===== config.mk =====
export PLATFORM = sky130hd
export DESIGN_NAME = clk_analyzer
export DESIGN_NICKNAME = d
export VERILOG_FILES = /design/src/rtl/clk_analyzer.sv
export SDC_FILE = /design/constraint.sdc
export NUM_CORES = 1
export LEC_CHECK = 0
export CORE_MARGIN = 2
export CORE_UTILIZATION = 41
export CTS_BUF_LIST = sky130_fd_sc_hd__clkbuf_2 sky130_fd_sc_hd__clkbuf_4 sky130_fd_sc_hd__clkbuf_8
export DETAILED_ROUTE_END_ITERATION = 12
export PLACE_DENSITY_LB_ADDON = 0.12
export SLEW_MARGIN = 0
export SYNTH_ARGS = -nofsm -noshare
export SYNTH_HDL_FRONTEND = slang
export SYNTH_SLANG_ARGS = --single-unit

===== constraint.sdc =====
create_clock -name clk -period 2.2 [get_ports clk]
set_input_delay 0.22 -clock clk [delete_from_list [all_inputs] [get_ports clk]]
set_output_delay 0.22 -clock clk [all_outputs]
set_load 0.005 [all_outputs]

===== src/rtl/clk_analyzer.sv =====
// clk_analyzer: measures the duty cycle and phase of a two-phase clock pair
// (clk0_in / clk1_in) that runs in the clk domain, and reports them as DW-bit
// words in the same format the two-phase generator takes: duty first, then phase.
//
// Optional feature macro: CLK_ANALYZER_PERIOD_RPT_EN
//   When it is defined, a third word with the period (mod 2^DW) follows the phase word.
//
// Ports:
//   clk      in   system clock, posedge
//   rst      in   asynchronous, active-high reset
//   start    in   level request; low aborts and clears
//   clk0_in  in   observed primary clock (synchronous to clk)
//   clk1_in  in   observed phase-shifted clock (synchronous to clk)
//   dataout  out  result word, valid while valid=1
//   valid    out  one-cycle strobe per result word
//   done     out  measurement complete; held until start=0
//   err      out  measurement failed; held until start=0
module clk_analyzer #(
    parameter int unsigned DW      = 3,
    parameter int unsigned TIMEOUT = 32
) (
    input  logic          clk,
    input  logic          rst,
    input  logic          start,
    input  logic          clk0_in,
    input  logic          clk1_in,
    output logic [DW-1:0] dataout,
    output logic          valid,
    output logic          done,
    output logic          err
);

    localparam int unsigned TW = $clog2(TIMEOUT) + 1;
    localparam int unsigned IW = 2;
`ifdef CLK_ANALYZER_PERIOD_RPT_EN
    localparam int unsigned NWORDS = 3;
`else
    localparam int unsigned NWORDS = 2;
`endif
    localparam logic [TW-1:0] T_LAST   = TW'(TIMEOUT - 1);
    localparam logic [IW-1:0] IDX_LAST = IW'(NWORDS - 1);

    typedef enum logic [2:0] {
        IDLE   = 3'd0,
        ARM    = 3'd1,
        MEAS   = 3'd2,
        REPORT = 3'd3,
        DONE   = 3'd4,
        ERR    = 3'd5
    } state_t;

    state_t        state_q, state_d;
    logic          s0_q, s0_d, s1_q, s1_d, p0_q, p0_d, p1_q, p1_d;
    logic [TW-1:0] t_q, t_d;
    logic [TW-1:0] duty_q, duty_d;
    logic [TW-1:0] phase_q, phase_d;
    logic          dfound_q, dfound_d;
    logic          pfound_q, pfound_d;
    logic [IW-1:0] idx_q, idx_d;
    logic [DW-1:0] dataout_q, dataout_d;
    logic          valid_q, valid_d;
    logic          done_q, done_d;
    logic          err_q, err_d;
`ifdef CLK_ANALYZER_PERIOD_RPT_EN
    logic [TW-1:0] period_q, period_d;
`endif

    logic rise0, fall0, rise1;
    logic duty_fits, phase_fits;

    // Edge detection on the registered samples (one clk behind the inputs)
    assign rise0 = s0_q & ~p0_q;
    assign fall0 = ~s0_q & p0_q;
    assign rise1 = s1_q & ~p1_q;

    // Measured values must fit in one DW-bit word
    assign duty_fits  = (duty_q >> DW) == '0;
    assign phase_fits = (phase_q >> DW) == '0;

    // State, sample and result registers
    always_ff @(posedge clk or posedge rst) begin
        if (rst) begin
            state_q   <= IDLE;
            s0_q      <= 1'b0;
            s1_q      <= 1'b0;
            p0_q      <= 1'b0;
            p1_q      <= 1'b0;
            t_q       <= '0;
            duty_q    <= '0;
            phase_q   <= '0;
            dfound_q  <= 1'b0;
            pfound_q  <= 1'b0;
            idx_q     <= '0;
            dataout_q <= '0;
            valid_q   <= 1'b0;
            done_q    <= 1'b0;
            err_q     <= 1'b0;
`ifdef CLK_ANALYZER_PERIOD_RPT_EN
            period_q  <= '0;
`endif
        end else begin
            state_q   <= state_d;
            s0_q      <= s0_d;
            s1_q      <= s1_d;
            p0_q      <= p0_d;
            p1_q      <= p1_d;
            t_q       <= t_d;
            duty_q    <= duty_d;
            phase_q   <= phase_d;
            dfound_q  <= dfound_d;
            pfound_q  <= pfound_d;
            idx_q     <= idx_d;
            dataout_q <= dataout_d;
            valid_q   <= valid_d;
            done_q    <= done_d;
            err_q     <= err_d;
`ifdef CLK_ANALYZER_PERIOD_RPT_EN
            period_q  <= period_d;
`endif
        end
    end

    // Next-state and next-output logic
    always_comb begin
        state_d   = state_q;
        s0_d      = clk0_in;
        s1_d      = clk1_in;
        p0_d      = s0_q;
        p1_d      = s1_q;
        t_d       = t_q;
        duty_d    = duty_q;
        phase_d   = phase_q;
        dfound_d  = dfound_q;
        pfound_d  = pfound_q;
        idx_d     = idx_q;
        dataout_d = dataout_q;
        valid_d   = 1'b0;
        done_d    = 1'b0;
        err_d     = 1'b0;
`ifdef CLK_ANALYZER_PERIOD_RPT_EN
        period_d  = period_q;
`endif

        if (!start) begin
            state_d   = IDLE;
            t_d       = '0;
            dataout_d = '0;
        end else begin
            case (state_q)
                IDLE: begin
                    state_d   = ARM;
                    t_d       = '0;
                    dataout_d = '0;
                end

                ARM: begin
                    if (rise0) begin
                        // The rise cycle is t=0, so MEAS starts at t=1
                        duty_d   = '0;
                        phase_d  = '0;
                        dfound_d = 1'b0;
                        pfound_d = rise1;
                        t_d      = TW'(1);
                        state_d  = MEAS;
                    end else if (t_q >= T_LAST) begin
                        state_d   = ERR;
                        err_d     = 1'b1;
                        dataout_d = '0;
                    end else begin
                        t_d = t_q + TW'(1);
                    end
                end

                MEAS: begin
                    t_d = t_q + TW'(1);
                    if (rise0) begin
                        // Period closes; a rise1 on this cycle belongs to the next period
                        idx_d = '0;
`ifdef CLK_ANALYZER_PERIOD_RPT_EN
                        period_d = t_q;
`endif
                        if (dfound_q && pfound_q && duty_fits && phase_fits) begin
                            state_d = REPORT;
                        end else begin
                            state_d   = ERR;
                            err_d     = 1'b1;
                            dataout_d = '0;
                        end
                    end else begin
                        if (fall0 && !dfound_q) begin
                            duty_d   = t_q;
                            dfound_d = 1'b1;
                        end
                        if (rise1 && !pfound_q) begin
                            phase_d  = t_q;
                            pfound_d = 1'b1;
                        end
                        if (t_q >= T_LAST) begin
                            state_d   = ERR;
                            err_d     = 1'b1;
                            dataout_d = '0;
                        end
                    end
                end

                REPORT: begin
                    valid_d = 1'b1;
                    if (idx_q == '0) begin
                        dataout_d = duty_q[DW-1:0];
`ifdef CLK_ANALYZER_PERIOD_RPT_EN
                    end else if (idx_q == IW'(1)) begin
                        dataout_d = phase_q[DW-1:0];
                    end else begin
                        dataout_d = period_q[DW-1:0];
                    end
`else
                    end else begin
                        dataout_d = phase_q[DW-1:0];
                    end
`endif
                    idx_d = idx_q + IW'(1);
                    if (idx_q == IDX_LAST) begin
                        state_d = DONE;
                    end
                end

                DONE: begin
                    done_d = 1'b1;
                end

                ERR: begin
                    err_d     = 1'b1;
                    dataout_d = '0;
                end

                default: begin
                    state_d   = IDLE;
                    dataout_d = '0;
                end
            endcase
        end
    end

    assign dataout = dataout_q;
    assign valid   = valid_q;
    assign done    = done_q;
    assign err     = err_q;

endmodule


==> impl_metrics.ini <==
[outcome]
outcome = finished, final reports clean

[clock_tree]
clk_latency_ps = 290
clk_pin_slew_ps = 70
htree_levels = 2
ctsHoldBuffers = 0
cts_setup_buffers = 0
clockRootBuffer = clkbuf_8
tritoncts = done
clock-sinks = 35
cts_resized = 0
cts_buffer_depth = 2
cts_buffers = 5

[synthesis]
yosysTopAreaCell = dfrtp_1
synth-edff-count = 0
synthTopCellsByArea = dfrtp_1, mux2_2, o21ai_0
synth_top_area_frac = 0.473
yosys_warnings = 0
synthArstFlopShare = 1.00
syn_nets = 186
ys.flop_type = dfrtp_1
synth_seq_cells = 35
synth_area_per_cell_sq_um = 10.4
yosysUniqueCellTypes = 47
synthesis.area_sq_um = 1850
postSynthCellCount = 178
synth_seq_area_share = 0.473

[power]
clockPowerShare = 0.374
power_frac_comb = 0.163
p_int_w = 0.00113
swShare = 0.264
p_per_area_nw_per_um2 = 712
p_seq_frac = 0.464
p_switching_w = 0.000405
p_leak_nw = 0.938
power_w = 0.00153
ir_drop_mv = 0.407

[final_layout]
n_antenna_cell = 0
syn_to_final_growth_pct = 16.2
fin_nets = 202
drive_above_1_share = 0.190
fill_cells = 389

[placement]
dp_hpwl_microns = 2890
routabilityCongestion = 0.863
numPortBuffers = 10

[sta]
max_freq_mhz = 515
period_share = 0.883
fin_crit_ps = 1940
setup_viol = 0
slew_headroom = 0.662
slew_violations = 0
rsz0062_at_grt = false
skew_ps = 8.63
worst_pin_slew_ps = 503
fin_tns_setup_ps = 0
hold_viol_final = 0

[detailed_routing]
routed_via_density = 5.82
drcViolationCount = 0
wl_microns = 4000
vias = 1438
wl_per_cell_microns = 16.2
ant_nets = 0
initialDrtViolationCount = 128
dr.pass1.iters = 4

[worst_setup_path]
cp_cell_sequence = ha_1 -> a41o_1 -> o31ai_1 -> a41oi_1 -> a31oi_1
crit_type = reg2reg
start_kind = flop
max_stage_delay_ps = 490
cpMaxStageDelayCell = o31ai_1
end_kind = flop
worstPathMaxFanout = 7
timing.critical_path.buf_inv = 0
worstPathArrival_ps = 2150
crit_required_ps = 2410
crit_family = compound AO/OA/AOI/OAI gates
r2r_setup_slack_ps = 260

[flow_run]
cap_viol_max_count = 0

[global_route]
grt.total_usage = 0.172
overflow = 0
first_global_vias = 1384
grt_first_pass_wirelength_microns = 6780
antenna_found_initial = 0
grt_max_degree = 36

[die]
rows = 24
dieHeight_microns = 71.2
dieArea_sq_um = 5070
start_util = 0.425
coreArea_sq_um = 4350
io-pin-count = 11
die_x_microns = 71.2

[hold_path]
hold_class = in2async
[layer usage]
metal	share of wire	track usage	wire length, microns
met4	0.013	0.0461	50
met3	0.054	0.0470	217
met1	0.46	0.234	1820
met2	0.48	0.273	1910
met5	0	0	0
[path summary, 6_finish.rpt]
path,cells after the start,to,start
max in group asynchronous,3,state_q[1],rst
setup reg to reg,5,t_q[4],t_q[0]
hold / removal,3,idx_q[0],rst
hold reg to reg,0,p1_q,p1_d
min in group clk,1,p1_d,clk1_in
setup / recovery,5,t_q[4],t_q[0]
[sequential cells by signal, summed over array words and instances (netlist names), 2 cells and up]
| signal | count |
|---|---|
| dataout | 3 |
| duty_q | 6 |
| idx_q | 2 |
| phase_q | 6 |
| state_q | 3 |
| t_q | 6 |
[worst min-delay path, delay by kind of cell]
kind	cells	cell delay, ps
buf+inv	3	830
[metrics by stage]
step | cells | utilization | hold WS, ps | area [sq um] | setup slack [ps]
finish | 247 | 0.494 | 333 | 2150 | 258
global route | 247 | 0.494 | 365 | 2150 | 176
CTS | 247 | 0.494 | 350 | 2150 | 201
detailed placement | 239 | 0.468 | 374 | 2040 | 200
global placement | 239 | 0.468 | 364 | 2040 | 253
floorplan | 178 | - | 251 | 1850 | 530
[cell families (layout without fill, tap and decap cells)]
kind of cell	Yosys count	in the layout	synth area share
multiplexers	17	17	0.101
buffers and inverters	21	38	0.0493
AO/OA/AOI/OAI	46	46	0.175
adder cells (fa/ha/maj)	3	3	0.0203
flip-flops	35	35	0.473
AND/OR/NAND/NOR	56	56	0.181
[cell usage in the layout (no fill, tap or decap), drive strengths merged, types with 4 or more instances in the layout]
cell type      Yosys  routed
nand2b             5       5
nand2              9       9
dfrtp             35      35
inv               10      10
clkdlybuf4s50      0      10
nor2               9       9
nand3              4       4
clkbuf             3       5
nor3               4       4
mux2              14      14
a21oi              4       4
buf                8      10
o21ai             14      14
a31oi              8       8
and2               5       5
[synthesized netlist by cell type, types with 2 or more instances]
cell       count
nand3_1        4
and2_1         5
o21ai_0       11
nor3_1         4
dfrtp_1       35
nand4b_1       2
buf_2          7
mux2_2        14
o31ai_1        3
o211ai_1       3
nor2_1         9
nand2b_1       5
nor4_1         3
nor2b_1        2
mux2i_1        3
inv_1         10
a31oi_1        8
nand4bb_1      2
nand4_1        2
nand2_1        9
or4b_1         2
a41oi_1        3
a21oi_1        4
ha_1           3
clkbuf_1       3
[final cells by class]
type	instances	area (sq um)	area share
Tap cell	52	65.1	0.0302
Inverter	10	37.5	0.0174
Timing Repair Buffer	20	175	0.0814
Multi-Input combinational cell	122	885	0.411
Sequential cell	35	877	0.408
Clock inverter	3	43.8	0.0203
Clock buffer	5	68.8	0.0320
[power by group through the flow]
stage | Combinational, W | Sequential (W) | Clock [W]
after global placement | 0.000243 | 0.000721 | 0
after detailed placement | 0.000249 | 0.000722 | 0
after global routing | 0.000280 | 0.000716 | 0.000626
after floorplan | 0.000187 | 0.000711 | 0
final | 0.000250 | 0.000710 | 0.000572
after CTS | 0.000250 | 0.000710 | 0.000586
(Power assumes the default switching activity.)
